$ cat src/rtl/ch376s_spi_responder.sv
// rtl/ch376s_spi_responder.sv - SPI mode-0 responder modelling the CH376S end of the USB host link
// MOSI bytes are deserialised, MISO bytes come from a small TX FIFO; with CS high MISO carries ~int_req.
module ch376s_spi_responder #(
  parameter int         TX_DEPTH    = 4,
  parameter logic [7:0] IDLE_BYTE   = 8'hFF,
  parameter int         SYNC_STAGES = 2
) (
  input  logic                        clk,
  input  logic                        reset,
  input  logic                        spi_sck,
  input  logic                        spi_cs_n,
  input  logic                        spi_mosi,
  output logic                        spi_miso,
  output logic [7:0]                  rx_data,
  output logic                        rx_valid,
  output logic                        rx_cmd,
  output logic                        frame_end,
  output logic                        cs_active,
  input  logic [7:0]                  tx_data,
  input  logic                        tx_wr,
  output logic                        tx_full,
  output logic [$clog2(TX_DEPTH):0]   tx_count,
  input  logic                        int_req
);

  localparam int AW = $clog2(TX_DEPTH);
  localparam int CW = AW + 1;

  typedef enum logic [1:0] {
    WAIT_IDLE = 2'd0,
    IDLE      = 2'd1,
    ACTIVE    = 2'd2
  } state_t;

  // Synchronisers; cs_n resets low so a frame already in progress after reset is never joined.
  logic [SYNC_STAGES-1:0] sck_sync_q;
  logic [SYNC_STAGES-1:0] cs_sync_q;
  logic [SYNC_STAGES-1:0] mosi_sync_q;
  logic                   sck_prev_q;
  logic                   cs_prev_q;

  always_ff @(posedge clk) begin
    if (reset) begin
      sck_sync_q  <= '0;
      cs_sync_q   <= '0;
      mosi_sync_q <= '0;
      sck_prev_q  <= 1'b0;
      cs_prev_q   <= 1'b0;
    end else begin
      sck_sync_q  <= {sck_sync_q[SYNC_STAGES-2:0], spi_sck};
      cs_sync_q   <= {cs_sync_q[SYNC_STAGES-2:0], spi_cs_n};
      mosi_sync_q <= {mosi_sync_q[SYNC_STAGES-2:0], spi_mosi};
      sck_prev_q  <= sck_sync_q[SYNC_STAGES-1];
      cs_prev_q   <= cs_sync_q[SYNC_STAGES-1];
    end
  end

  logic sck_s, cs_s, mosi_s;
  logic sck_rise, sck_fall, cs_rise, cs_fall;

  assign sck_s    = sck_sync_q[SYNC_STAGES-1];
  assign cs_s     = cs_sync_q[SYNC_STAGES-1];
  assign mosi_s   = mosi_sync_q[SYNC_STAGES-1];
  assign sck_rise = sck_s & ~sck_prev_q;
  assign sck_fall = ~sck_s & sck_prev_q;
  assign cs_rise  = cs_s & ~cs_prev_q;
  assign cs_fall  = ~cs_s & cs_prev_q;

  // TX FIFO
  logic [7:0]    mem_q [TX_DEPTH];
  logic [AW-1:0] wr_ptr_q, rd_ptr_q;
  logic [CW-1:0] count_q;
  logic          fifo_empty, fifo_full;
  logic          pop_req, pop, push;
  logic [7:0]    load_byte;

  state_t        state_q;
  logic [3:0]    bit_cnt_q;

  assign fifo_empty = (count_q == '0);
  assign fifo_full  = (count_q == CW'(TX_DEPTH));
  assign load_byte  = fifo_empty ? IDLE_BYTE : mem_q[rd_ptr_q];

  // A load happens at frame start and at each byte boundary; a cs_n rise in the same clk wins.
  assign pop_req = ((state_q == IDLE) && cs_fall) ||
                   ((state_q == ACTIVE) && !cs_rise && sck_fall && (bit_cnt_q == 4'd0));
  assign pop     = pop_req & ~fifo_empty;
  assign push    = tx_wr & (~fifo_full | pop);

  always_ff @(posedge clk) begin
    if (push) begin
      mem_q[wr_ptr_q] <= tx_data;
    end
  end

  always_ff @(posedge clk) begin
    if (reset) begin
      wr_ptr_q <= '0;
      rd_ptr_q <= '0;
      count_q  <= '0;
    end else begin
      if (push) begin
        wr_ptr_q <= wr_ptr_q + AW'(1);
      end
      if (pop) begin
        rd_ptr_q <= rd_ptr_q + AW'(1);
      end
      case ({push, pop})
        2'b10:   count_q <= count_q + CW'(1);
        2'b01:   count_q <= count_q - CW'(1);
        default: count_q <= count_q;
      endcase
    end
  end

  assign tx_full  = fifo_full;
  assign tx_count = count_q;

  // Frame state machine with registered outputs
  logic       first_byte_q;
  logic [7:0] rx_shift_q, tx_shift_q, rx_data_q;
  logic       miso_q, rx_valid_q, rx_cmd_q, frame_end_q, cs_active_q;

  always_ff @(posedge clk) begin
    if (reset) begin
      state_q      <= WAIT_IDLE;
      bit_cnt_q    <= 4'd0;
      first_byte_q <= 1'b0;
      rx_shift_q   <= 8'h00;
      tx_shift_q   <= 8'h00;
      rx_data_q    <= 8'h00;
      miso_q       <= 1'b1;
      rx_valid_q   <= 1'b0;
      rx_cmd_q     <= 1'b0;
      frame_end_q  <= 1'b0;
      cs_active_q  <= 1'b0;
    end else begin
      rx_valid_q  <= 1'b0;
      frame_end_q <= 1'b0;
      cs_active_q <= (state_q != WAIT_IDLE) && !cs_s;
      case (state_q)
        WAIT_IDLE: begin
          miso_q <= ~int_req;
          if (cs_s) begin
            state_q <= IDLE;
          end
        end
        IDLE: begin
          if (cs_fall) begin
            state_q      <= ACTIVE;
            bit_cnt_q    <= 4'd0;
            first_byte_q <= 1'b1;
            tx_shift_q   <= load_byte;
            miso_q       <= load_byte[7];
          end else begin
            miso_q <= ~int_req;
          end
        end
        ACTIVE: begin
          if (cs_rise) begin
            state_q     <= IDLE;
            frame_end_q <= 1'b1;
            bit_cnt_q   <= 4'd0;
            miso_q      <= ~int_req;
          end else begin
            if (bit_cnt_q == 4'd8) begin
              rx_data_q    <= rx_shift_q;
              rx_valid_q   <= 1'b1;
              rx_cmd_q     <= first_byte_q;
              first_byte_q <= 1'b0;
              bit_cnt_q    <= 4'd0;
            end else if (sck_rise) begin
              rx_shift_q <= {rx_shift_q[6:0], mosi_s};
              bit_cnt_q  <= bit_cnt_q + 4'd1;
            end
            if (sck_fall) begin
              if (bit_cnt_q == 4'd0) begin
                tx_shift_q <= load_byte;
                miso_q     <= load_byte[7];
              end else if (bit_cnt_q != 4'd8) begin
                tx_shift_q <= {tx_shift_q[6:0], 1'b0};
                miso_q     <= tx_shift_q[6];
              end
            end
          end
        end
        default: state_q <= WAIT_IDLE;
      endcase
    end
  end

  assign spi_miso  = miso_q;
  assign rx_data   = rx_data_q;
  assign rx_valid  = rx_valid_q;
  assign rx_cmd    = rx_cmd_q;
  assign frame_end = frame_end_q;
  assign cs_active = cs_active_q;

endmodule

$ cat config.mk
export PLATFORM = sky130hd
export DESIGN_NAME = ch376s_spi_responder
export DESIGN_NICKNAME = d
export VERILOG_FILES = /design/src/rtl/ch376s_spi_responder.sv
export SDC_FILE = /design/constraint.sdc
export NUM_CORES = 1
export LEC_CHECK = 0
export CELL_PAD_IN_SITES_DETAIL_PLACEMENT = 0
export CELL_PAD_IN_SITES_GLOBAL_PLACEMENT = 2
export CORE_UTILIZATION = 40
export CTS_BUF_LIST = sky130_fd_sc_hd__clkbuf_16
export DETAILED_ROUTE_END_ITERATION = 10
export DONT_BUFFER_PORTS = 1
export GPL_ROUTABILITY_DRIVEN = 1
export HOLD_SLACK_MARGIN = 0.03
export PLACE_DENSITY_LB_ADDON = 0.1
export SYNTH_ARGS = -nofsm -noshare
export SYNTH_HDL_FRONTEND = slang
export SYNTH_SLANG_ARGS = --single-unit
$ cat constraint.sdc
create_clock -name clk -period 6.01 [get_ports clk]
set_input_delay 0.601 -clock clk [delete_from_list [all_inputs] [get_ports clk]]
set_output_delay 0.601 -clock clk [all_outputs]
set_load 0.02 [all_outputs]
Word-level counts from Yosys, hierarchy flattened
Memory sizes are Yosys's and may differ from the RTL's. A register that Yosys moved wholly into a read port is not among the register bits. Cells that the tools add are included.

Flip-flop bits (word level): 50. Memory bits (writable): 32. Input port bits: 15. Output and inout port bits: 17. Logic and storage cells: 116. Memories kept: 1.

Add/subtract/negate cells: 5. Equality and inequality tests: 17. Mux-type cells: 33. Bitwise logic cells: 17. Reduce and logical (&&, ||, !) cells: 24.

Memory list: mem_q (depth 4, bits a word 8, rd ports 1, clocked after memory_dff 1, write ports 1, RTL line 70) `logic [7:0] mem_q [TX_DEPTH];`.

Operators by type and width (number): $mux 7 (5); $mux 4 (4); $pmux 7 s2 (1); $mux 1 (12); $reduce_and 3->1 (4); $mux 2 (5); $ne 2x2->1 const B (5); $not 1->1 (10); $mux 8 (1); $pmux 4 s2 (1); $reduce_and 4->1 (2); $and 1x1->1 (6); $pmux 2 s3 (1); $pmux 3 s2 (1); $reduce_bool 2->1 (3); $logic_and 1x1->1 (5); $reduce_and 5->1 (1); $add 2x1->2 const B (2); $add 4x1->4 const B (1); $eq 2x1->1 const B (2); $eq 2x2->1 const B (2); $eq 4x4->1 const B (1); $logic_not 4->1 (1); $ne 4x2->1 const B (1); 18 further kinds (19).

Logic depth before layout (Yosys ltp)
Depth in word-level cells: 12. Depth in mapped cells: 11. Mapped depth without buffers: 10.

Worst setup path before layout
OpenSTA, ideal clock, no wires.

Path kind: reg2reg. From: reg bit_cnt_q[0]. To: reg count_q[2] (netlist: tx_count[2]). Setup time: 0.132 ns. Data arrival time: 2.391 ns. Data required time: 5.878 ns. Path slack: 3.487 ns. Stages on the path, launching flop included: 12. Buffers on the path: 1. Clock period less this slack: 2.523 ns. Cell sequence: dfxtp_1 > inv_1 > ha_1 > nor3b_1 > a41o_1 > buf_6 > and2_1 > nand2b_1 > fa_1 > or3b_1 > a31oi_1 > a21oi_1.

Cells in the longest elaborated chain, start to end: 8. Elaborated cells on any way between the ends: 10. Those cells by class: 2 x eq/ne; 1 x mux; 3 x bitwise; 4 x reduce/logical.

RTL lines: from (decl) (RTL line 78) `logic [3:0] bit_cnt_q;`; from (signal assigned) (RTL line 174) `bit_cnt_q <= bit_cnt_q + 4'd1;`; $logic_not 4->1 * (RTL line 86) `((state_q == ACTIVE) && !cs_rise && sck_fall && (bit_cnt_q == 4'd0));`; $logic_and 1x1->1 * (RTL line 86); $logic_or 1x1->1 * (RTL line 85) `assign pop_req = ((state_q == IDLE) && cs_fall) ||`; $and 1x1->1 * (RTL line 87) `assign pop = pop_req & ~fifo_empty;`; $or 1x1->1 (RTL line 88) `assign push = tx_wr & (~fifo_full | pop);`; $and 1x1->1 (RTL line 88); $eq 2x1->1 or $eq 2x2->1 (tied branches) (RTL line 108) `case ({push, pop})`; $pmux 3 s2 or $reduce_bool 2->1 (tied branches); to (signal assigned) (RTL line 109) `2'b10: count_q <= count_q + CW'(1);`; to (signal assigned) (RTL line 110) `2'b01: count_q <= count_q - CW'(1);`; to (signal assigned) (RTL line 111) `default: count_q <= count_q;`; to (decl) (RTL line 72) `logic [CW-1:0] count_q;`.

Mark *: on every way between the ends. The rest lies on a longest branch, timed or not. A chain may end at the register's enable or synchronous reset.

Worst setup path in the final report
From: reg state_q[0]. To: reg count_q[2] (netlist: tx_count[2]).

Cells in the longest elaborated chain, start to end: 10. Elaborated cells on any way between the ends: 14. Those cells by class: 4 x eq/ne; 1 x mux; 3 x bitwise; 6 x reduce/logical.

RTL lines: from (decl) (RTL line 77) `state_t state_q;`; from (signal assigned) (RTL line 126) `state_q <= WAIT_IDLE;`; from (signal assigned) (RTL line 145) `state_q <= IDLE;`; from (signal assigned) (RTL line 150) `state_q <= ACTIVE;`; $eq 2x2->1 (RTL line 86); $logic_and 1x1->1 (3 in a row) (RTL line 86); $logic_or 1x1->1 * (RTL line 85); $and 1x1->1 * (RTL line 87); $or 1x1->1 (RTL line 88); $and 1x1->1 (RTL line 88); $eq 2x1->1 or $eq 2x2->1 (tied branches) (RTL line 108); $pmux 3 s2 or $reduce_bool 2->1 (tied branches).

Marked as above.

==> reports/summary.md <==
The largest fanout on the critical path is 14. In the post-synthesis netlist, the cell with the most instances is sky130_fd_sc_hd__dfxtp_1. The logs give 0.744 for the global placement routability congestion and 9 for the total clock buffers created by CTS. The tools report the clock root buffer master as sky130_fd_sc_hd__clkbuf_16. Via count of the first global-routing pass: 2072. The tools report the maximum frequency from static timing analysis as 0.341 GHz.

Number of antenna violations at the first check in global routing: 0. The signal on the critical path passes through inv_1, ha_1, a41o_1, and2_1, nand2b_1, fa_1, or3b_1, a31oi_1, a21oi_1. The clock-pin slew on the worst setup and hold paths is 0.07 ns. Global routing finished with a remaining overflow of 0. Global routing consumed, on the met1 layer, 19.1% of the routing resources.

Cells with a size suffix above 1 make up 9.80% of the layout. The biggest area consumer among synthesized cells was sky130_fd_sc_hd__dfxtp_1. When the netlist entered floorplanning its net count stood at 331.

The total power per unit cell area is 361 mW/mm2. The initial utilization of the core area, before any placement, comes to 41.9%. For the static leakage power, the log shows 1.41 nW.

The flow ran to the end, and the final reports show no timing, DRC or antenna violations. Among all stages on the critical path, the largest delay is contributed by sky130_fd_sc_hd__a41o_1. The number of antenna diodes in the final layout is 0. In the routed design, unresolved DRC markers number 0.

The synthesized design contains 32 enable-type register cells. Combined flip-flop and latch cell area: 0.00200 mm2. TritonCTS built the clock tree.

The total area inside the core boundary comes to 0.00834 mm2. Most congested layer reported by global routing: met2. The chip width works out to 95.5 um. STA classifies the critical path startpoint as a flip-flop.

Post-CTS timing repair inserted 0 buffers for setup. With fillers left out, the area of the finished cells amounts to 0.00387 mm2. The synthesized design contains 84 register bits. The final-report max-slew violation count is 0, and the average size of a mapped cell is 11.5 um2.

The run gives 0 as the warning count from the yosys run. The multi-input combinational cells in the finished layout cover a total of 0.00139 mm2. Setup violation total in the final timing report: 0. The top-area cell type share of the netlist area was 29.8%; the number of buffers on the longest clock path was 2. The first detailed-routing pass took 4 iterations.

The count of buffer and inverter cells on the critical path is 1. Among cell families on the critical path, the largest total delay comes from adder cells. Hold repair after CTS inserted 0 buffers. The synthesized netlist occupies a cell area of 0.00349 mm2. Dividing the detail-routed via count by the number of cells gives 5.24. After layout, the minimum clock period comes to 2.93 ns. The first-iteration detailed-routing DRC count came out at 86.

Max-cap violations in this run came to 0. Clock tree synthesis found a total of 84 sinks. The run gives 0 ns as the sum of negative setup slack. The required time at the worst-slack endpoint is 6.24 ns. Fill cell instance count of the final layout: 786. The vertical extent of the die is 95.5 um, and the standard cell area after detailed placement is 0.00356 mm2.

The critical path's largest stage delay was 0.44 ns. Counting flops with an async set or reset pin after synthesis yields a share of 0%. The net count of the finished layout is 329. Summed over all nets, the half-perimeter wirelength after detailed placement is 4170 um.

Sequential elements use 57.3% of the synthesized area. STA classifies the critical path endpoint as a flip-flop. The commonest cells after synthesis are 52 x sky130_fd_sc_hd__dfxtp_1, 32 x sky130_fd_sc_hd__edfxtp_1, 29 x sky130_fd_sc_hd__nand2_1, 27 x sky130_fd_sc_hd__nor2_1, 15 x sky130_fd_sc_hd__a21oi_1. The floorplan has 33 rows. Setup repair after global routing left no endpoint under its margin.

The detailed router placed 2154 vias in this run. At the worst endpoint, the arrival time is 3.16 ns. Global routing used 23.6% of the available met2 tracks. Largest net degree at the start of global routing: 48. The critical path class was flip-flop to flip-flop. The average wire length per cell after detail routing is 15.4 um. For the final database, setup skew stands at 0.00687 ns. CTS built an H-tree with a depth of 3.

The path class of the tightest hold or removal check is input pin to flip-flop. The number of distinct standard cells referenced by the synthesized netlist was 47; the antenna violation net count after detailed routing was 0. The worst-case IR drop observed on VDD is 0.152 mV. After technology mapping, the gate count stands at 303. The final cycle utilization of the critical path works out to 48.7%.

For the number of hold violations in the final report, the log shows 0. The first global-routing pass estimated 10200 um of wire. Wires add up to 6340 um. The flip-flop cell with the highest count after synthesis was sky130_fd_sc_hd__dfxtp_1. Across every metal layer, demand over resource in global routing totals 15.1%. Post-synthesis to final-layout area growth: 10.8%.

The logs give 32 for the count of pins on the block boundary and 0 for the post-cts repair resize count. The die covers 0.00911 mm2. The number of input and output port buffers inserted came out at 0.

After synthesis, the cell types taking the most area are sky130_fd_sc_hd__dfxtp_1 30%, sky130_fd_sc_hd__edfxtp_1 27%, sky130_fd_sc_hd__mux4_2 5.2%. Clock latency reported for the late side of the worst-skew pair: 0.34 ns. The global-route met3 utilization came out at 5.66%. The actual slew at the worst max-slew pin came out at 0.604 ns. The tools report the relative slew slack as 59.6%.
-- worst reg2reg max path, stage by stage (launching register included) --
cell                       delay, ns
sky130_fd_sc_hd__dfxtp_1        0.36
sky130_fd_sc_hd__inv_1          0.10
sky130_fd_sc_hd__ha_1           0.43
sky130_fd_sc_hd__a41o_1         0.45
sky130_fd_sc_hd__and2_1         0.27
sky130_fd_sc_hd__nand2b_1       0.11
sky130_fd_sc_hd__fa_1           0.43
sky130_fd_sc_hd__or3b_1         0.41
sky130_fd_sc_hd__a31oi_1        0.17
sky130_fd_sc_hd__a21oi_1        0.08
-- sequential cells by signal (all words and copies together) (netlist names), named ones only --
signal        flops
rx_valid          1
sck_sync_q        2
mem_q            32
tx_shift_q        7
first_byte_q      1
frame_end         1
spi_miso          1
cs_active         1
rx_shift_q        8
state_q           2
wr_ptr_q          2
rx_cmd            1
mosi_sync_q       2
sck_prev_q        1
bit_cnt_q         4
rd_ptr_q          2
rx_data           8
cs_prev_q         1
cs_sync_q         2
tx_count          3
-- cell families after synthesis --
family	synth area share [%]
AND/OR/NAND/NOR	14.1
flip-flops	57.3
AO/OA/AOI/OAI	10.5
buffers and inverters	3.08
multiplexers	8.63
adder cells (fa/ha/maj)	4.87
XOR/XNOR	1.50
-- cell type report --
type                    count  share of cell area, %
multi-input cells         195                   35.8
inverters                  11                   1.07
clock buffers               9                   5.82
well taps                 105                   3.39
flip-flops and latches     84                   51.7
clock inverters             7                   2.23
-- per-stage QoR --
step                      setup slack (ns)  utilization [%]  power (mW)  std cells  hold slack, ns
final                                 3.08             46.4        1.40        411           0.322
after global routing                  2.83             46.4        1.46        411           0.304
after CTS                             3.08             46.4        1.42        411           0.313
after detailed placement              3.09             42.7       0.833        395           0.426
after global placement                3.12             42.7       0.833        395           0.427
after floorplan                       3.49                -       0.800        303           0.414
-- worst paths after layout --
kind	startpoint	to	slack (ns)	depth (start not counted)
setup / recovery	state_q[0]$_SDFFE_PP0P_	tx_count[2]$_SDFFE_PP0P_	3.08	9
hold / removal	reset	rx_data[0]$_SDFFE_PP0P_	0.32	1
setup reg to reg	state_q[0]$_SDFFE_PP0P_	tx_count[2]$_SDFFE_PP0P_	3.08	9
hold reg to reg	mosi_sync_q[0]$_SDFF_PP0_	mosi_sync_q[1]$_SDFF_PP0_	0.45	1
-- cell usage in the layout, fill, tap and decap left out, drive strengths merged, types with 7 or more instances in the layout --
cell	Yosys	layout
dfxtp	52	52
nor2b	10	10
ha	12	12
nand3	7	7
nand2	29	29
o21ai	9	9
mux2i	11	11
a21oi	15	15
edfxtp	32	32
mux4	8	8
o2bb2ai	7	7
nor2	27	27
clkbuf	9	9
inv	11	16
o22ai	7	7
-- per-layer routing --
metal | vias to the layer above | part of all wire [%]
met1 | 1036 | 49
met4 | 0 | 1.2
li1 | 1077 | -
met3 | 8 | 3.0
met5 | - | 0
met2 | 33 | 47
-- power breakdown --
| part | leakage [nW] | internal [mW] | switching (mW) |
|---|---|---|---|
| logic | 0.538 | 0.0653 | 0.0896 |
| registers | 0.717 | 0.630 | 0.0331 |
| clock network | 0.151 | 0.332 | 0.249 |
| total | 1.41 | 1.03 | 0.371 |
Note: power is estimated with default switching activity, not from simulation.
